## config.mk

```make
export PLATFORM = sky130hd
export DESIGN_NAME = turn_arbiter_m
export DESIGN_NICKNAME = d
export VERILOG_FILES = /design/src/rtl/turn_arbiter_m_pkg.sv /design/src/rtl/move_checker_m.sv /design/src/rtl/turn_arbiter_m.sv
export SDC_FILE = /design/constraint.sdc
export NUM_CORES = 1
export LEC_CHECK = 0
export ABC_CLOCK_PERIOD_IN_PS = 2750
export BUFFER_PORTS_ARGS = -buffer_cell sky130_fd_sc_hd__buf_4
export CORE_MARGIN = 2
export CORE_UTILIZATION = 45
export DETAILED_ROUTE_END_ITERATION = 10
export PLACE_DENSITY = 0.65
export SLEW_MARGIN = 20
export SYNTH_ARGS = -nofsm -noshare
export SYNTH_HDL_FRONTEND = slang
export SYNTH_SLANG_ARGS = --single-unit
export TNS_END_PERCENT = 100
```

## constraint.sdc

```tcl
create_clock -name clk -period 2.75 [get_ports clk]
set_clock_uncertainty 0.05 [all_clocks]
set_input_delay 0 -clock clk [delete_from_list [all_inputs] [get_ports clk]]
set_output_delay 0 -clock clk [all_outputs]
set_load 0.1 [all_outputs]
```

## src/rtl/turn_arbiter_m_pkg.sv

```systemverilog
// Shared types and encodings for the move-interface arbiter and its legality checker.
package turn_arbiter_m_pkg;

  typedef logic       flag_t;
  typedef logic [3:0] index_t;

  localparam flag_t TURN_PLAYER = 1'b0;
  localparam flag_t TURN_AI     = 1'b1;

  localparam int unsigned CELL_COUNT = 9;

  localparam logic [1:0] WINNER_NONE   = 2'b00;
  localparam logic [1:0] WINNER_PLAYER = 2'b01;
  localparam logic [1:0] WINNER_AI     = 2'b10;
  localparam logic [1:0] WINNER_DRAW   = 2'b11;

  typedef enum logic [2:0] {
    ST_IDLE        = 3'd0,
    ST_CLEAR       = 3'd1,
    ST_PLAYER_WAIT = 3'd2,
    ST_AI_WAIT     = 3'd3,
    ST_COMMIT      = 3'd4,
    ST_CHECK       = 3'd5,
    ST_DONE        = 3'd6
  } state_t;

endpackage

```

## src/rtl/move_checker_m.sv

```systemverilog
// Combinational move legality: cell index in range and not yet occupied.
module move_checker_m
  import turn_arbiter_m_pkg::*;
(
  input  logic [CELL_COUNT-1:0] mask,
  input  index_t                index,
  output logic                  legal
);

  logic [15:0] mask_ext;

  always_comb begin
    mask_ext = 16'(mask);
    legal    = (index < 4'(CELL_COUNT)) && !mask_ext[index];
  end

endmodule

```

## src/rtl/turn_arbiter_m.sv

```systemverilog
// Registered sequencer sharing the board move interface between player and AI;
// owns the turn flag, rejects illegal moves, counts moves and declares the result.
module turn_arbiter_m
  import turn_arbiter_m_pkg::*;
#(
  parameter flag_t       FIRST_TURN = TURN_PLAYER,
  parameter int unsigned AI_TIMEOUT = 64
) (
  input  logic       clk,
  input  logic       reset_n,
  input  logic       start,
  input  index_t     player_update_loc,
  input  logic       player_submit,
  input  logic       player_reset,
  input  index_t     ai_update_loc,
  input  logic       ai_submit,
  input  logic       ai_reset,
  input  logic       board_win,
  output logic       turn,
  output index_t     board_update_loc,
  output logic       board_submit,
  output logic       board_reset,
  output logic       illegal,
  output logic [3:0] move_count,
  output logic       game_over,
  output logic [1:0] winner
);

  localparam int unsigned TW = (AI_TIMEOUT < 2) ? 1 : $clog2(AI_TIMEOUT + 1);

  state_t                state_q, state_d;
  flag_t                 turn_q, turn_d;
  logic [CELL_COUNT-1:0] mask_q, mask_d;
  logic [3:0]            cnt_q, cnt_d;
  logic [1:0]            winner_q, winner_d;
  index_t                loc_q, loc_d;
  logic                  bsub_q, bsub_d;
  logic                  brst_q, brst_d;
  logic                  ill_q, ill_d;
  logic [TW-1:0]         tmo_q, tmo_d;

  logic                  in_ai_wait;
  index_t                sel_loc;
  logic                  sel_submit;
  logic                  sel_legal;
  logic                  go_clear;
  logic [TW-1:0]         tmo_inc;

  move_checker_m u_move_checker (
    .mask  (mask_q),
    .index (sel_loc),
    .legal (sel_legal)
  );

  always_comb begin
    in_ai_wait = (state_q == ST_AI_WAIT);
    sel_loc    = in_ai_wait ? ai_update_loc : player_update_loc;
    sel_submit = in_ai_wait ? ai_submit : player_submit;
    tmo_inc    = tmo_q + 1'b1;

    state_d  = state_q;
    turn_d   = turn_q;
    mask_d   = mask_q;
    cnt_d    = cnt_q;
    winner_d = winner_q;
    loc_d    = loc_q;
    bsub_d   = 1'b0;
    brst_d   = 1'b0;
    ill_d    = 1'b0;
    tmo_d    = tmo_q;
    go_clear = 1'b0;

    if ((player_reset || ai_reset) && (state_q != ST_IDLE)) begin
      go_clear = 1'b1;
    end else begin
      case (state_q)
        ST_IDLE: go_clear = start;
        ST_CLEAR: begin
          state_d = (FIRST_TURN == TURN_AI) ? ST_AI_WAIT : ST_PLAYER_WAIT;
          tmo_d   = '0;
        end
        ST_PLAYER_WAIT, ST_AI_WAIT: begin
          if (sel_submit && sel_legal) begin
            state_d = ST_COMMIT;
            loc_d   = sel_loc;
            bsub_d  = 1'b1;
          end else begin
            ill_d = sel_submit;
            if (in_ai_wait && (AI_TIMEOUT != 0)) begin
              tmo_d = tmo_inc;
              if (tmo_inc == TW'(AI_TIMEOUT)) begin
                state_d  = ST_DONE;
                winner_d = WINNER_PLAYER;
              end
            end
          end
        end
        ST_COMMIT: begin
          state_d = ST_CHECK;
          mask_d  = mask_q | (CELL_COUNT'(1) << loc_q);
          cnt_d   = cnt_q + 4'd1;
        end
        ST_CHECK: begin
          if (board_win) begin
            state_d  = ST_DONE;
            winner_d = (turn_q == TURN_PLAYER) ? WINNER_PLAYER : WINNER_AI;
          end else if (cnt_q == 4'(CELL_COUNT)) begin
            state_d  = ST_DONE;
            winner_d = WINNER_DRAW;
          end else begin
            turn_d  = ~turn_q;
            state_d = (turn_q == TURN_PLAYER) ? ST_AI_WAIT : ST_PLAYER_WAIT;
            tmo_d   = '0;
          end
        end
        ST_DONE: go_clear = start;
        default: state_d = ST_IDLE;
      endcase
    end

    // A reset request while already clearing restarts CLEAR without a second board strobe.
    if (go_clear) begin
      state_d  = ST_CLEAR;
      brst_d   = (state_q != ST_CLEAR);
      turn_d   = FIRST_TURN;
      mask_d   = '0;
      cnt_d    = '0;
      winner_d = WINNER_NONE;
      tmo_d    = '0;
      bsub_d   = 1'b0;
      ill_d    = 1'b0;
    end
  end

  always_ff @(posedge clk or negedge reset_n) begin
    if (!reset_n) begin
      state_q  <= ST_IDLE;
      turn_q   <= FIRST_TURN;
      mask_q   <= '0;
      cnt_q    <= '0;
      winner_q <= WINNER_NONE;
      loc_q    <= '0;
      bsub_q   <= 1'b0;
      brst_q   <= 1'b0;
      ill_q    <= 1'b0;
      tmo_q    <= '0;
    end else begin
      state_q  <= state_d;
      turn_q   <= turn_d;
      mask_q   <= mask_d;
      cnt_q    <= cnt_d;
      winner_q <= winner_d;
      loc_q    <= loc_d;
      bsub_q   <= bsub_d;
      brst_q   <= brst_d;
      ill_q    <= ill_d;
      tmo_q    <= tmo_d;
    end
  end

  always_comb begin
    turn             = turn_q;
    board_update_loc = loc_q;
    board_submit     = bsub_q;
    board_reset      = brst_q;
    illegal          = ill_q;
    move_count       = cnt_q;
    game_over        = (state_q == ST_DONE);
    winner           = winner_q;
  end

endmodule
```

==> impl_metrics.csv, run 1 <==
group,metric,value,unit
synth,synth.yosys.seq_area_share,39.9,%
grt,grt_pass1_vias,1760,
synth,yosys.area.top_type,"dfrtp_1",
clock_network,clock_latency,0.29,ns
power,p_clk_share,25.6,%
critical_path,r2r_slack,0.17,ns
clock_network,tritoncts,"built",
die,ios,31,
drt,wire_per_inst,15.8,µm
synth,ys_async_sr_fraction,100,%
critical_path,cp_slowest_cell,"dlygate4sd3_1",
timing,min_period,2.58,ns
critical_path,start_kind,"register",
synth,netlist_area,2070,µm²
drt,drtIter0Drc,156,
final_layout,diodes,0,
grt,grt-ovfl-total,0,
critical_path,crit_chain,"buf_4 -> nor4b_2 -> dlygate4sd3_1 -> nand2b_1 -> nor2_1 -> a21oi_2 -> a32o_1",
drt,via_per_inst,5.81,
drt,ant_nets,0,
synth,syn-instance-count,222,
grt,grtUsageTotal,21.6,%
synth,ys_seq_elements,33,
grt,antenna_found_initial,0,
die,rows,24,
timing,slew_violations,0,
power,seqPwrFrac,29.5,%
clock_network,clockBufferDepth,2,
final_layout,syn2layout_area_growth,22.4,%
synth,syn_avg_cell_area,9.32,µm²
clock_network,clock-sinks,33,
critical_path,critPathBufInv,2,
timing,fin_crit_sh,93.9,%
die,dieArea,5160,µm²
critical_path,path_delay_family,"buffers and inverters",
synth,yosysMostFrequentCell,"nor2_1",
power,combPwrFrac,44.9,%
clock_network,cts_setup_buffers,0,
critical_path,cp.required,2.87,ns
power,internal_power,1200,µW
place,hpwl,3620,µm
drt,first_pass_iters,4,
place,dp.cells,301,
timing,final.setup.tns,0,ns
die,die_w,71.8,µm
place,dp_slack,0.435,ns
drt,routed_wl,4940,µm
final_layout,final_area,2530,µm²
grt,grt_max_degree,34,
timing,clock.fmax,387,MHz
synth,synth_top_area_share,39.9,%
place,portBuffers,30,
critical_path,critPathArrivalTime,2.71,ns
die,start_util,47.2,%
critical_path,path_max_fanout,9,
synth,synthTopCellsByCount,"nor2_1 (37), dfrtp_1 (33), o21ai_0 (15)",
drt,route.detailed.drc,0,
die,die_h,71.8,µm
critical_path,max_stage_delay,0.63,ns
drt,vias,1819,
status,run_status,"finished, final reports clean",
clock_network,cts_root_buffer,"clkbuf_8",
final_layout,final_nets,280,
timing,relSlewSlack,57.2,%
critical_path,cp-end-kind,"register",
place,globalplace.congestion,0.863,
timing,tightestPinTransition,0.640,ns
critical_path,critPathKind,"reg2reg",
power,power_density,838,nW/µm²
synth,synth_edf_count,0,
final_layout,fill_cells,419,
final_layout,layout-drive-gt1-share,23.0,%
timing,setup-violations-final,0,
power,power_leakage,0.00113,µW
clock_network,clkSlewWorstSetupHoldPaths,0.07,ns
synth,yosysWarnings,0,
synth,synth_cell_types,57,
timing,final_hold_viol_count,0,
place,placed_area,2360,µm²
grt,grt_pass1_wl,8580,µm
timing,setup_slack,0.166,ns
power,peakVddDrop,0.000373,V
min_path,worstHoldPathType,"in2reg",
power,switching_share,43.5,%
synth,synthFlopType,"dfrtp_1",
clock_network,cts_buffers,5,
final_layout,fin_cells,313,
timing,rsz0062_at_grt,"false",
synth,syn_nets,242,
synth,synth_area_leaders,"dfrtp_1 (40%), nor2_1 (6.7%), o21ai_0 (3.6%), mux2i_1 (3.4%), a21oi_1 (2.9%)",
flow_run,max_cap_violations,0,
clock_network,cts_max_level,2,
die,coreArea,4380,µm²
power,p_sw,924,µW
state kept, by name (all words and copies together), names as in the netlist:
register,count
state_q,3
board_submit,1
tmo_q,7
illegal,1
mask_q,9
board_reset,1
winner,2
move_count,4
board_update_loc,4
turn,1
repair_timing:
| item | 4_1_cts | 5_1_grt |
|---|---|---|
| hold endpoints to repair | 35 | 0 |
| resized for setup | 0 | 0 |
| hold buffers | 4 | 0 |
path summary, 6_finish.rpt:
kind,from,end,depth (start not counted)
setup / recovery,state_q[2],tmo_q[5],7
hold / removal,board_win,turn,4
setup reg to reg,state_q[2],tmo_q[5],7
hold reg to reg,mask_q[6],mask_q[6],2
max in group asynchronous,reset_n,mask_q[3],2
min in group asynchronous,reset_n,tmo_q[2],2
cells in the final DEF (no fill, tap or decap), types with 2 or more instances in the layout:
cell	count
and3b_1	2
or3_1	2
a21oi_1	12
nand2_1	12
nand4_1	2
bufinv_16	2
a31oi_1	4
o22ai_1	2
a32o_1	4
a2111oi_4	2
mux2_1	2
nand3_1	4
or2_2	2
a41oi_1	3
buf_4	37
nor4_1	3
dlygate4sd3_1	4
dfrtp_1	33
nand2b_1	5
xor2_1	3
nor2_1	37
or4_1	2
clkbuf_8	5
ha_1	4
nor2b_1	4
a211oi_1	4
inv_1	8
nor3_1	4
o21ai_0	15
o21ai_1	4
mux2i_1	7
per-layer routing:
metal | GRT usage, % | wire (µm) | vias to the layer above | share of wire, %
li1 | - | - | 891 | -
met2 | 32.7 | 2330 | 51 | 47
met3 | 6.47 | 293 | 7 | 5.9
met1 | 29.8 | 2240 | 870 | 45
met5 | 0 | 0 | - | 0
met4 | 6.50 | 77 | 0 | 1.6
worst register-to-register path, delay by kind of cell, from the launching register on:
kind | cells | cell delay (ns)
flip-flops | 1 | 0.40
buffers and inverters | 2 | 0.81
AND/OR/NAND/NOR | 3 | 0.75
AO/OA/AOI/OAI | 2 | 0.46
cells by family after synthesis:
kind of cell	Yosys count	synth area share, %
AOI/OAI and AO/OA	67	25.0
xor gates and xnor gates	4	1.69
adders and majority gates	4	2.42
buffers and inverters	18	3.99
DFF	33	39.9
muxes	10	5.20
and+or+nand+nor	86	21.8
per-stage QoR:
| stage | total power [µW] | utilization, % | hold slack [ns] |
|---|---|---|---|
| final | 2120 | 57.8 | 0.00856 |
| after global routing | 2250 | 57.8 | 0.0382 |
| after CTS | 2140 | 57.8 | 0.00623 |
| after detailed placement | 1590 | 53.8 | -0.0752 |
| after global placement | 1580 | 53.8 | -0.0780 |
| after floorplan | 1350 | - | -0.346 |
power groups by stage:
stage / logic (µW) / registers (µW) / clock network, µW
after CTS: 959 / 624 / 554
final: 953 / 626 / 544
after detailed placement: 953 / 633 / 0
after global routing: 1030 / 636 / 584
after global placement: 948 / 630 / 0
after floorplan: 472 / 874 / 0
cell type report:
class,instances,area (µm²),area share (%)
Multi-Input combinational cell,171,1160,45.8
Timing Repair Buffer,41,318,12.5
Sequential cell,33,826,32.6
Clock inverter,3,65.1,2.57
Inverter,8,30.0,1.19
Clock buffer,5,68.8,2.72
Tap cell,52,65.1,2.57
Power figures use the tool's default switching activity.
==> inputs of run 2 (changes only) <==
ABC_AREA = 1   (was not set)
PLACE_DENSITY = 0.66   (was 0.65)
==> run 2 against run 1 <==
  * Combinational power is 22% higher
  * Global-route usage is 0.64 points lower
  * Non-clock buffer count is 9 lower
  * Die area is 8.9% lower
  * Area after synthesis is 9.4% lower
  * Critical path depth is 5 higher
  * Maximum frequency is 20% higher
  * Highest routed layer unchanged
==> impl_metrics.csv, run 2 <==
group,metric,value,unit
drt,drtIter0Drc,161,
power,peakVddDrop,0.000762,V
synth,ys_seq_elements,33,
place,portBuffers,30,
die,die_w,68.6,µm
power,p_sw,1170,µW
clock_network,cts_setup_buffers,0,
min_path,worstHoldPathType,"in2reg",
place,dp_slack,0.655,ns
power,internal_power,1130,µW
critical_path,critPathArrivalTime,2.32,ns
critical_path,path_max_fanout,15,
synth,synthTopCellsByCount,"nand2_1 (46), dfrtp_1 (33), nor2_1 (33)",
final_layout,final_util,57.3,%
synth,synth_area_leaders,"dfrtp_1 (44%), nand2_1 (9.2%), nor2_1 (6.6%), nand3_1 (5.6%), o21ai_1 (3.7%)",
synth,yosysWarnings,0,
timing,tightestPinTransition,0.418,ns
synth,netlist_area,1880,µm²
grt,grt-ovfl-total,0,
synth,syn_avg_cell_area,8.05,µm²
drt,route.detailed.drc,0,
synth,yosysMostFrequentCell,"nand2_1",
final_layout,final_common_cell,"nand2_1",
final_layout,regMostFlops,"mask_q",
timing,fin_crit_sh,78.0,%
die,rows,23,
clock_network,clockBufferDepth,2,
grt,antenna_found_initial,0,
synth,synth_cell_types,31,
clock_network,clock_latency,0.29,ns
drt,first_pass_iters,4,
critical_path,cp-end-kind,"register",
timing,final_hold_viol_count,0,
synth,synth.yosys.seq_area_share,44.0,%
grt,grt_max_degree,34,
timing,setup_slack,0.605,ns
clock_network,tritoncts,"built",
drt,via_per_inst,5.03,
drt,ant_nets,0,
timing,rsz0062_at_grt,"false",
final_layout,largest_reg_flops,9,
final_layout,final_cell_mix,"nand2_1 (46), nor2_1 (33), dfrtp_1 (33)",
synth,synth_top_area_share,44.0,%
critical_path,cp.required,2.92,ns
drt,routed_wl,4240,µm
clock_network,cts_max_level,2,
grt,grt_pass1_vias,1561,
place,globalplace.congestion,0.884,
synth,synthFlopType,"dfrtp_1",
power,p_clk_share,21.0,%
power,seqPwrFrac,28.7,%
synth,yosys.area.top_type,"dfrtp_1",
power,power,2300,µW
final_layout,layout-drive-gt1-share,24.7,%
drt,vias,1616,
power,combPwrFrac,50.3,%
synth,ys_async_sr_fraction,100,%
die,ios,31,
power,power_density,1000,nW/µm²
final_layout,final_nets,290,
place,hpwl,3260,µm
timing,clock.fmax,466,MHz
status,run_status,"finished, final reports clean",
grt,grt_pass1_wl,7090,µm
synth,syn_nets,253,
timing,relSlewSlack,72.1,%
clock_network,cts_buffers,5,
critical_path,start_kind,"register",
die,start_util,46.9,%
clock_network,cts_root_buffer,"clkbuf_8",
power,power_leakage,0.00109,µW
die,dieArea,4700,µm²
clock_network,clkSlewWorstSetupHoldPaths,0.08,ns
timing,slew_violations,0,
timing,setup-violations-final,0,
final_layout,top_regs,"mask_q (9), tmo_q (7)",
synth,synth_edf_count,0,
die,coreArea,4000,µm²
place,placed_area,2160,µm²
flow_run,max_cap_violations,0,
drt,wire_per_inst,13.2,µm
power,switching_share,50.8,%
timing,min_period,2.15,ns
die,die_h,68.6,µm
final_layout,final_area,2290,µm²
clock_network,cts-resized-gates,0,
final_layout,diodes,0,
clock_network,clock-sinks,33,
grt,grtUsageTotal,20.9,%
timing,final.setup.tns,0,ns
final_layout,syn2layout_area_growth,22.1,%
critical_path,critPathKind,"reg2reg",
synth,syn-instance-count,233,
run 2: cell types whose count changed after synthesis, moves of 4 or more:
cell / change
nand2b_1: -5
nand2_2: +4
o21ai_1: +10
inv_2: +8
mux2i_1: -7
nand2_4: +4
inv_1: +9
a32o_1: -4
nand2_1: +34
nor2b_1: -4
a211oi_1: -4
nor2_1: -4
nand3_1: +17
o21ai_0: -12
run 2: power by group through the flow:
stage               clock (µW)  combinational, µW  sequential, µW
floorplan                    0                561            1010
global placement             0               1150             665
detailed placement           0               1150             669
CTS                        492               1160             660
global route               513               1260             675
finish                     482               1160             660
run 2: worst paths after layout:
path,startpoint,slack (ns),endpoint,cells after the start
max,state_q[1],0.60,winner[0],12
min,ai_update_loc[3],0.02,board_update_loc[3],3
max reg2reg,state_q[1],0.60,winner[0],12
min reg2reg,winner[1],0.46,winner[1],2
max in group asynchronous,reset_n,2.21,mask_q[0],2
min in group asynchronous,reset_n,0.13,winner[0],2
run 2: critical path: stages (launching register included):
cell	delay, ns
dfrtp_1	0.49
nor2_1	0.20
nand2_1	0.09
o21ai_1	0.10
inv_2	0.07
a21oi_1	0.32
buf_4	0.23
inv_2	0.12
nor2_1	0.11
nor2_1	0.05
nand2_1	0.11
nand2_1	0.06
o21ai_1	0.07
run 2: logic make-up (layout without fill, tap and decap cells):
group                    Yosys count  count (layout)  share of synthesized area (%)
XOR/XNOR                           7               7                           3.27
AO/OA/AOI/OAI                     37              37                           11.6
flip-flops                        33              33                           44.0
buffers and inverters             28              66                           5.87
adder cells (fa/ha/maj)            4               4                           2.67
AND/OR/NAND/NOR                  124             124                           32.6
run 2: what timing repair did:
| item | 4_1_cts | 5_1_grt |
|---|---|---|
| hold buffers | 1 | 0 |
| hold endpoints to repair | 33 | 0 |
| setup endpoints to repair | 0 | 0 |
run 2: area by class of cell:
class,instances,area [µm²]
Multi-Input combinational cell,172,940
Clock buffer,6,82.6
Inverter,26,100
Tap cell,50,62.6
Clock inverter,2,37.5
Timing Repair Buffer,32,243
Fill cell,384,1710
Sequential cell,33,826
run 2: per-layer routing:
layer | part of all wire (%) | global-route usage [%] | vias to the layer above
li1 | - | - | 842
met1 | 46 | 27.8 | 733
met2 | 48 | 33.2 | 32
met3 | 4.1 | 4.38 | 9
met4 | 2.0 | 8.50 | 0
met5 | 0 | 0 | -
run 2: stage by stage:
stage	hold slack, ns	instances
finish	0.0177	321
global placement	-0.0797	312
CTS	0.0234	321
floorplan	-0.346	233
detailed placement	-0.0818	312
global route	0.0445	321
==> inputs of run 3 (changes only) <==
ABC_AREA = 0   (was 1)
ABC_CLOCK_PERIOD_IN_PS = 2100   (was 2750)
PLACE_DENSITY = 0.65   (was 0.66)
clock period = 2.1 ns   (was 2.75 ns; I/O delays follow)
==> run 3 against run 2 <==
  * The run now ends with negative setup slack left
  * Via count up 16%
  * Die area rose by 9.7%
  * Power up 29%
  * Critical endpoint unchanged
  * Core utilization is 6.2 points higher
  * Wire length increased by 19%
  * Final cell count up 4.4%
  * Clock-buffer cell count is 1 lower
  * First-iteration DRC count is 64% lower
==> impl_metrics.csv, run 3 (synthesis gave the netlist of run 1 again) <==
group,metric,value,unit
final_layout,fin_cells,335,
drt,routed_wl,5070,µm
status,run_status,"finished with violations",
final_layout,layout-drive-gt1-share,36.7,%
grt,grt_pass1_wl,8560,µm
critical_path,critPathBufInv,0,
clock_network,clock-sinks,33,
critical_path,r2r_slack,-0.01,ns
drt,ant_nets,0,
flow_run,max_cap_violations,0,
place,portBuffers,30,
place,dp_slack,-0.120,ns
critical_path,crit_chain,"ha_2 -> or4_4 -> a21oi_4 -> a21oi_2 -> a211oi_2 -> mux2_1",
drt,wire_per_inst,15.1,µm
drt,route.detailed.drc,0,
clock_network,tritoncts,"built",
power,power,2960,µW
min_path,worstHoldPathType,"in2reg",
critical_path,path_delay_family,"simple AND/OR/NAND/NOR gates",
grt,antenna_found_initial,0,
clock_network,cts_root_buffer,"clkbuf_8",
min_path,hold_start,"player_update_loc[2]",
timing,min_period,2.11,ns
place,dp.cells,323,
final_layout,final_util,63.4,%
critical_path,reg2reg_depth,6,
clock_network,cts_max_level,2,
grt,grt-ovfl-total,0,
place,placed_area,2550,µm²
clock_network,clockBufferDepth,2,
critical_path,max_stage_delay,0.52,ns
die,rows,24,
critical_path,cp_slowest_cell,"or4_4",
final_layout,diodes,0,
critical_path,critPathArrivalTime,2.23,ns
die,dieArea,5160,µm²
power,power_leakage,0.00125,µW
clock_network,clock_latency,0.29,ns
critical_path,timing.rr.end,"winner[0]",
grt,grt_pass1_vias,1842,
final_layout,syn2layout_area_growth,34.4,%
drt,vias,1869,
min_path,hold_path_depth,3,
drt,via_per_inst,5.58,
timing,rsz0062_at_grt,"true",
place,hpwl,3830,µm
die,die_h,71.8,µm
final_layout,largest_reg_flops,9,
timing,setup_slack,-0.0120,ns
timing,clock.fmax,473,MHz
die,start_util,47.2,%
grt,grtUsageTotal,21.7,%
critical_path,reg2reg_from,"tmo_q[1]",
grt,grt_max_degree,34,
timing,slew_violations,0,
clock_network,clkSlewWorstSetupHoldPaths,0.07,ns
timing,relSlewSlack,66.5,%
final_layout,top_regs,"mask_q (9), tmo_q (7)",
drt,first_pass_iters,6,
critical_path,cp.required,2.22,ns
die,ios,31,
critical_path,cp-end-kind,"register",
power,peakVddDrop,0.000482,V
die,die_w,71.8,µm
timing,fin_crit_sh,101,%
power,power_density,1070,nW/µm²
critical_path,critPathKind,"reg2reg",
timing,final_hold_viol_count,0,
critical_path,path_max_fanout,2,
final_layout,final_common_cell,"buf_4",
final_layout,final_area,2780,µm²
place,globalplace.congestion,0.781,
final_layout,final_nets,302,
clock_network,cts_buffers,5,
critical_path,start_kind,"register",
drt,drtIter0Drc,58,
die,coreArea,4380,µm²
final_layout,regMostFlops,"mask_q",
final_layout,final_cell_mix,"buf_4 (61), nor2_1 (36), dfrtp_1 (27)",
timing,tightestPinTransition,0.498,ns
min_path,whs_endpoint,"board_update_loc[2]",
status,violations,"negative setup slack",
timing,setup-violations-final,2,
run 3: metal layers:
| metal | track usage [%] | routed length [µm] | vias up |
|---|---|---|---|
| li1 | - | - | 936 |
| met1 | 28.6 | 2360 | 903 |
| met2 | 35.8 | 2520 | 23 |
| met3 | 4.92 | 125 | 7 |
| met4 | 6.71 | 63 | 0 |
| met5 | 0 | 0 | - |
run 3: worst max path at each step:
stage	startpoint	end	slack, ns	cells after the start
finish	tmo_q[1]	winner[0]	-0.01	6
CTS	state_q[2]	state_q[0]	-0.02	7
global placement	state_q[0]	winner[1]	-0.05	6
detailed placement	state_q[0]	tmo_q[1]	-0.12	8
floorplan	state_q[0]	winner[0]	-0.03	8
global route	state_q[2]	winner[1]	-0.14	6
run 3: per-stage QoR:
| step | setup TNS (ns) | hold slack [ns] |
|---|---|---|
| final | -0.0221 | 0.00183 |
| after global routing | -0.945 | 0.0262 |
| after CTS | -0.0617 | 0.000434 |
| after detailed placement | -0.742 | -0.0753 |
| after global placement | -0.247 | -0.0791 |
| after floorplan | -0.0880 | -0.346 |
run 3: layout make-up:
| type | instances | area, µm² |
|---|---|---|
| clock inverters | 3 | 65.1 |
| inverters | 8 | 30.0 |
| well taps | 52 | 65.1 |
| fillers | 388 | 1600 |
| flip-flops and latches | 33 | 836 |
| multi-input cells | 171 | 1240 |
| clock buffers | 5 | 68.8 |
| repair buffers | 63 | 479 |
run 3: power by group:
| part | internal, µW | total (µW) | switching [µW] | leakage, µW |
|---|---|---|---|---|
| Combinational | 508 | 1430 | 917 | 0.000742 |
| Sequential | 716 | 825 | 109 | 0.000441 |
| Clock | 472 | 715 | 243 | 0.0000681 |
run 3: tightest hold or removal path: stages:
cell     delay (ns)
buf_4          0.11
a21oi_1        0.06
o21ai_0        0.14
run 3: what timing repair did:
action	CTS	global route
endpoints found under the setup margin	10	16
setup buffers	3	0
resized for setup	6	12
hold buffers	1	0
pin swaps	3	8
hold endpoints to repair	33	0
